`config.mk`:
```
export PLATFORM = sky130hd
export DESIGN_NAME = op_scheduler_flat
export DESIGN_NICKNAME = d
export VERILOG_FILES = /design/src/rtl/op_scheduler_if.sv /design/src/rtl/op_scheduler.sv /design/src/flat_wrapper.sv
export SDC_FILE = /design/constraint.sdc
export NUM_CORES = 1
export LEC_CHECK = 0
export CORE_AREA = 5 5 66 68
export DETAILED_ROUTE_END_ITERATION = 8
export DIE_AREA = 0 0 71 73
export GPL_ROUTABILITY_DRIVEN = 0
export PLACE_DENSITY = 0.78
export SLEW_MARGIN = 20
export SYNTH_ARGS = -nofsm -noshare
export SYNTH_HDL_FRONTEND = slang
export SYNTH_SLANG_ARGS = --single-unit
```
`constraint.sdc`:
```
create_clock -name clk -period 2.2 [get_ports clk]
set_input_delay 0.33 -clock clk [delete_from_list [all_inputs] [get_ports clk]]
set_output_delay 0.33 -clock clk [all_outputs]
set_load 0.01 [all_outputs]
```
`src/rtl/op_scheduler_if.sv`:
```
// Handshake bundle between op_scheduler, its three requesters and the shared datapath.
// The scheduler takes the master view; requesters and datapath take the slave view.
interface op_scheduler_if;
    logic        dpp_ready_in;
    logic        nd_ready_in;
    logic        na_in;
    logic        op_done_in;
    logic [1:0]  opcode_out;
    logic        op_start_out;
    logic        dpp_ack_out;
    logic        nd_ack_out;
    logic        na_ack_out;
    logic        busy_out;
    logic        timeout_out;
    logic [15:0] op_count_out;

    modport master (
        input  dpp_ready_in, nd_ready_in, na_in, op_done_in,
        output opcode_out, op_start_out, dpp_ack_out, nd_ack_out, na_ack_out,
        output busy_out, timeout_out, op_count_out
    );

    modport slave (
        output dpp_ready_in, nd_ready_in, na_in, op_done_in,
        input  opcode_out, op_start_out, dpp_ack_out, nd_ack_out, na_ack_out,
        input  busy_out, timeout_out, op_count_out
    );
endinterface

```
`src/rtl/op_scheduler.sv`:
```
// Arbitrates TX / RX / LOG requests onto the shared packet datapath, holding each opcode
// until completion or timeout; RX wins by default, starved TX/LOG requesters get promoted.
module op_scheduler #(
    parameter int unsigned STARVE_LIMIT   = 4,
    parameter int unsigned TIMEOUT_CYCLES = 255
) (
    input  logic            clk,
    input  logic            reset_n,
    op_scheduler_if.master  bus
);
    typedef enum logic {
        ST_IDLE = 1'b0,
        ST_BUSY = 1'b1
    } state_t;

    localparam logic [1:0] OP_NOP = 2'b00;
    localparam logic [1:0] OP_TXE = 2'b01;
    localparam logic [1:0] OP_RXA = 2'b10;
    localparam logic [1:0] OP_LOG = 2'b11;

    localparam logic [3:0] STARVE_MAX  = 4'(STARVE_LIMIT);
    localparam logic [7:0] TIMEOUT_MAX = 8'(TIMEOUT_CYCLES);

    state_t      state_r;
    logic [1:0]  opcode_r;
    logic        start_r;
    logic        dpp_ack_r;
    logic        nd_ack_r;
    logic        na_ack_r;
    logic        busy_r;
    logic        timeout_r;
    logic [15:0] count_r;
    logic [3:0]  tx_starve_r;
    logic [3:0]  log_starve_r;
    logic [7:0]  tmo_cnt_r;

    logic        tx_promote_s;
    logic        log_promote_s;
    logic [1:0]  grant_op_s;

    // A requester that drops its line between grants loses its accumulated starvation credit.
    function automatic logic [3:0] starve_next(input logic granted, input logic requesting,
                                               input logic [3:0] cnt);
        logic [3:0] nxt;
        if (granted) begin
            nxt = 4'd0;
        end else if (!requesting) begin
            nxt = 4'd0;
        end else if (cnt >= STARVE_MAX) begin
            nxt = STARVE_MAX;
        end else begin
            nxt = cnt + 4'd1;
        end
        return nxt;
    endfunction

    assign tx_promote_s  = bus.dpp_ready_in && (tx_starve_r == STARVE_MAX);
    assign log_promote_s = bus.na_in && (log_starve_r == STARVE_MAX);

    // Priority pick: promoted TX, promoted LOG, then RX > TX > LOG; NOP means nothing to grant.
    always_comb begin
        grant_op_s = OP_NOP;
        if (tx_promote_s) begin
            grant_op_s = OP_TXE;
        end else if (log_promote_s) begin
            grant_op_s = OP_LOG;
        end else if (bus.nd_ready_in) begin
            grant_op_s = OP_RXA;
        end else if (bus.dpp_ready_in) begin
            grant_op_s = OP_TXE;
        end else if (bus.na_in) begin
            grant_op_s = OP_LOG;
        end else begin
            grant_op_s = OP_NOP;
        end
    end

    // Scheduler FSM with all outputs registered; pulses default low every cycle.
    always_ff @(posedge clk) begin
        if (!reset_n) begin
            state_r      <= ST_IDLE;
            opcode_r     <= OP_NOP;
            start_r      <= 1'b0;
            dpp_ack_r    <= 1'b0;
            nd_ack_r     <= 1'b0;
            na_ack_r     <= 1'b0;
            busy_r       <= 1'b0;
            timeout_r    <= 1'b0;
            count_r      <= 16'd0;
            tx_starve_r  <= 4'd0;
            log_starve_r <= 4'd0;
            tmo_cnt_r    <= 8'd0;
        end else begin
            start_r   <= 1'b0;
            dpp_ack_r <= 1'b0;
            nd_ack_r  <= 1'b0;
            na_ack_r  <= 1'b0;
            timeout_r <= 1'b0;
            case (state_r)
                ST_IDLE: begin
                    if (grant_op_s != OP_NOP) begin
                        state_r      <= ST_BUSY;
                        opcode_r     <= grant_op_s;
                        start_r      <= 1'b1;
                        dpp_ack_r    <= (grant_op_s == OP_TXE);
                        nd_ack_r     <= (grant_op_s == OP_RXA);
                        na_ack_r     <= (grant_op_s == OP_LOG);
                        busy_r       <= 1'b1;
                        tmo_cnt_r    <= 8'd0;
                        tx_starve_r  <= starve_next(grant_op_s == OP_TXE, bus.dpp_ready_in,
                                                    tx_starve_r);
                        log_starve_r <= starve_next(grant_op_s == OP_LOG, bus.na_in,
                                                    log_starve_r);
                    end else begin
                        opcode_r <= OP_NOP;
                        busy_r   <= 1'b0;
                    end
                end
                ST_BUSY: begin
                    // Completion on the final allowed cycle beats the timeout.
                    if (bus.op_done_in) begin
                        state_r  <= ST_IDLE;
                        opcode_r <= OP_NOP;
                        busy_r   <= 1'b0;
                        count_r  <= count_r + 16'd1;
                    end else if (tmo_cnt_r == TIMEOUT_MAX) begin
                        state_r   <= ST_IDLE;
                        opcode_r  <= OP_NOP;
                        busy_r    <= 1'b0;
                        timeout_r <= 1'b1;
                    end else begin
                        tmo_cnt_r <= tmo_cnt_r + 8'd1;
                    end
                end
                default: begin
                    state_r  <= ST_IDLE;
                    opcode_r <= OP_NOP;
                    busy_r   <= 1'b0;
                end
            endcase
        end
    end

    assign bus.opcode_out   = opcode_r;
    assign bus.op_start_out = start_r;
    assign bus.dpp_ack_out  = dpp_ack_r;
    assign bus.nd_ack_out   = nd_ack_r;
    assign bus.na_ack_out   = na_ack_r;
    assign bus.busy_out     = busy_r;
    assign bus.timeout_out  = timeout_r;
    assign bus.op_count_out = count_r;
endmodule

```
`src/flat_wrapper.sv`:
```
// flat-port wrapper written by rule: the top's interface ports become plain ports
module op_scheduler_flat 
#(
    parameter int unsigned STARVE_LIMIT   = 4,
    parameter int unsigned TIMEOUT_CYCLES = 255
)
  (clk, reset_n, bus_dpp_ready_in, bus_nd_ready_in, bus_na_in, bus_op_done_in, bus_opcode_out, bus_op_start_out, bus_dpp_ack_out, bus_nd_ack_out, bus_na_ack_out, bus_busy_out, bus_timeout_out, bus_op_count_out);
  op_scheduler_if bus_i ();
  input  logic clk;
  input  logic reset_n;
  input wire logic [$bits(bus_i.dpp_ready_in)-1:0] bus_dpp_ready_in;
  input wire logic [$bits(bus_i.nd_ready_in)-1:0] bus_nd_ready_in;
  input wire logic [$bits(bus_i.na_in)-1:0] bus_na_in;
  input wire logic [$bits(bus_i.op_done_in)-1:0] bus_op_done_in;
  output wire logic [$bits(bus_i.opcode_out)-1:0] bus_opcode_out;
  output wire logic [$bits(bus_i.op_start_out)-1:0] bus_op_start_out;
  output wire logic [$bits(bus_i.dpp_ack_out)-1:0] bus_dpp_ack_out;
  output wire logic [$bits(bus_i.nd_ack_out)-1:0] bus_nd_ack_out;
  output wire logic [$bits(bus_i.na_ack_out)-1:0] bus_na_ack_out;
  output wire logic [$bits(bus_i.busy_out)-1:0] bus_busy_out;
  output wire logic [$bits(bus_i.timeout_out)-1:0] bus_timeout_out;
  output wire logic [$bits(bus_i.op_count_out)-1:0] bus_op_count_out;
  assign bus_i.dpp_ready_in = bus_dpp_ready_in;
  assign bus_i.nd_ready_in = bus_nd_ready_in;
  assign bus_i.na_in = bus_na_in;
  assign bus_i.op_done_in = bus_op_done_in;
  assign bus_opcode_out = bus_i.opcode_out;
  assign bus_op_start_out = bus_i.op_start_out;
  assign bus_dpp_ack_out = bus_i.dpp_ack_out;
  assign bus_nd_ack_out = bus_i.nd_ack_out;
  assign bus_na_ack_out = bus_i.na_ack_out;
  assign bus_busy_out = bus_i.busy_out;
  assign bus_timeout_out = bus_i.timeout_out;
  assign bus_op_count_out = bus_i.op_count_out;
  op_scheduler #(.STARVE_LIMIT(STARVE_LIMIT), .TIMEOUT_CYCLES(TIMEOUT_CYCLES)) u_core (.clk(clk), .reset_n(reset_n), .bus(bus_i));
endmodule
```
==> impl_metrics.tcl <==
set metrics [dict create \
    grt_pass1_vias 1490 \
    synthToLayoutAreaGrowth_pct 23.9 \
    max_cap_viol_count 0 \
    slowest_delay_ns 0.50 \
    clock-root-buffer "clkbuf_8" \
    async_reset_ff_share_pct 0 \
    drive_above_1_share_pct 9.60 \
    antennaDiodeCount 0 \
    slew_headroom_pct 67.4 \
    via_count 1708 \
    io_buffers 29 \
    final_core_util_pct 61.9 \
    via_per_inst 5.69 \
    crit_path_start_kind "input port" \
    criticalPathCategory "in -> reg" \
    crit_required_ns 2.43 \
    clock_sinks 41 \
    grt_pass1_wl_um 6780 \
    antenna_left 0 \
    peakVddDrop_mv 0.435 \
    antenna_found_initial 0 \
    power.total_mw 1.53 \
    track_usage_pct 16.5 \
    synth_nets 227 \
    ys_types 44 \
    core_area_um2 3800 \
    std_cell_rows 23 \
    postCtsSetupBuffers 0 \
    r2r_setup_slack_ns 0.53 \
    h-tree-depth 2 \
    cts_max_path_buffers 2 \
    period_share_pct 79.4 \
    die_w_um 71 \
    power_density_nw_per_um2 651 \
    max_freq_mhz 572 \
    maxSlewViolCount 0 \
    rsz0062_at_grt "false" \
    cts_resized 0 \
    fp.dieArea_um2 5180 \
    crit_chain "clkdlybuf4s50_1 > nand2b_1 > a41o_2 > or4_1 > a31oi_1" \
    cts.clk_slew.worst_paths_ns 0.08 \
    synthTopCellsByArea "dfxtp_1 43%, nand3_1 4.2%, xor2_1 4.2%" \
    grt_max_degree 18 \
    cts_tree "built" \
    die_h_um 73 \
    syn_inst 215 \
    insertion_delay_ns 0.30 \
    run_status "complete, no violations" \
    dp_hpwl_um 2790 \
    cp.arrival_ns 1.98 \
    p_leak_nw 0.842 \
    tns_ns 0 \
    clock_skew_ns 0.00481 \
    initial_core_util_pct 50.0 \
    ios 30 \
    drt-pass1-iter-count 5 \
    syn_avg_cell_area_um2 8.83 \
    min_path_type "reg -> reg" \
    finalSetupViolCount 0 \
    synth_edf_count 0 \
    cp-end-kind "flop" \
    postCtsHoldBufs 0 \
    cts_made_buffers 5 \
    hold_viol 0 \
    ys_seq_elements 41 \
    avgRoutedWirePerCell_um 13.6 \
    tightest_slew_ns 0.489 \
    drc_errors 0 \
    wl_um 4070 \
    nFillCells 332 \
    synth.largest_area_cell "dfxtp_1" \
    cp_max_fo 7 \
    nNetsFinal 261 \
    post-synth-top-area-fraction_pct 43.2 \
    drt-initial-drc-count 102 \
    syn_area_um2 1900 \
    overflow 0 \
    fin_crit_ns 1.75 \
    ys_warn_count 0 \
    synth-seq-area-share_pct 43.2 \
    synth-main-ff-cell "dfxtp_1" \
    critPathSlowestCell "clkdlybuf4s50_1" \
]
-- synth_stat cells (2+ instances only) --
cell,n
dfxtp_1,41
nand2_1,20
nor2_1,19
nand3_1,16
a21oi_1,15
inv_1,9
xor2_1,9
and3_1,6
ha_1,6
nor3_1,5
o21ai_0,5
o31ai_1,5
or4_1,5
a31oi_1,4
o211ai_1,4
buf_2,3
clkbuf_1,3
clkbuf_8,3
nand4_1,3
a211o_1,2
a21boi_0,2
a41oi_1,2
and4_4,2
nand2b_1,2
nand4b_1,2
nor4b_1,2
o21bai_1,2
or3_1,2
-- layout make-up --
class	instances	area [um2]	share of cell area, %
clock buffers	7	86.3	3.67
clock inverters	1	30.0	1.28
inverters	9	33.8	1.44
multi-input cells	156	976	41.5
flip-flops and latches	41	821	34.9
well taps	50	62.6	2.66
repair buffers	36	343	14.6
-- metrics by stage --
stage | hold WS, ns | cell area, um2 | setup slack (ns) | cells
after floorplan | 0.449 | 1900 | 0.612 | 215
after global placement | 0.448 | 2240 | 0.179 | 292
after detailed placement | 0.449 | 2240 | 0.141 | 292
after CTS | 0.462 | 2350 | 0.476 | 300
after global routing | 0.494 | 2350 | 0.335 | 300
final | 0.460 | 2350 | 0.453 | 300
-- state kept, by name, indices dropped and copies added (netlist names) --
signal and flops:
u_core.bus.na_ack_out 1, u_core.log_starve_r 4, u_core.bus.op_count_out 16, u_core.state_r 1
u_core.bus.opcode_out 2, u_core.bus.timeout_out 1, u_core.bus.busy_out 1, u_core.tmo_cnt_r 8
u_core.bus.dpp_ack_out 1, u_core.bus.nd_ack_out 1, u_core.bus.op_start_out 1, u_core.tx_starve_r 4
-- layer usage --
| metal | track usage (%) | up-vias | share of wire (%) |
|---|---|---|---|
| li1 | - | 854 | - |
| met1 | 19.9 | 803 | 47 |
| met2 | 26.3 | 43 | 45 |
| met3 | 4.55 | 8 | 5.5 |
| met4 | 9.81 | 0 | 2.2 |
| met5 | 0 | - | 0 |
-- logic make-up after synthesis --
kind of cell	synth area share (%)
DFF	43.2
buffers and inverters	5.34
muxes	0.527
xor gates and xnor gates	4.15
and+or+nand+nor	26.2
AOI/OAI and AO/OA	16.5
adders and majority gates	3.96
-- worst max-delay path, delay by kind of cell --
kind            cells  cell delay (ns)
buf+inv             1             0.50
compound gates      2             0.45
simple gates        2             0.68
-- worst paths after layout --
kind | from | end | cells past startpoint
max | bus_op_done_in | u_core.tmo_cnt_r[5] | 5
min | u_core.bus.opcode_out[1] | u_core.bus.opcode_out[1] | 2
max reg2reg | u_core.tmo_cnt_r[0] | u_core.tmo_cnt_r[5] | 4
min reg2reg | u_core.bus.opcode_out[1] | u_core.bus.opcode_out[1] | 2
-- power by group --
| group | switching, mW | leakage [nW] | internal [mW] |
|---|---|---|---|
| combinational | 0.0743 | 0.451 | 0.0580 |
| sequential | 0.0109 | 0.332 | 0.758 |
| clock | 0.260 | 0.0585 | 0.370 |
-- placed cells by master (no fill, tap or decap), types with 2 or more instances in the layout --
cell type | synthesis | layout
a21boi_0 | 2 | 2
nand3_1 | 16 | 16
a21oi_1 | 15 | 15
dfxtp_1 | 41 | 41
and3_1 | 6 | 6
xor2_1 | 9 | 9
o21bai_1 | 2 | 2
a41oi_1 | 2 | 2
nor4b_1 | 2 | 2
inv_1 | 9 | 9
nand2b_1 | 2 | 2
nand2_1 | 20 | 20
and4_4 | 2 | 2
or3_1 | 2 | 2
or4_1 | 5 | 5
nand4b_1 | 2 | 2
o31ai_1 | 5 | 5
buf_4 | 0 | 7
ha_1 | 6 | 6
clkbuf_8 | 3 | 6
a211o_1 | 2 | 2
a31oi_1 | 4 | 4
o21ai_0 | 5 | 5
nand4_1 | 3 | 3
o211ai_1 | 4 | 4
nor2_1 | 19 | 19
clkdlybuf4s50_1 | 0 | 29
nor3_1 | 5 | 5
Power figures use the tool's default switching activity.
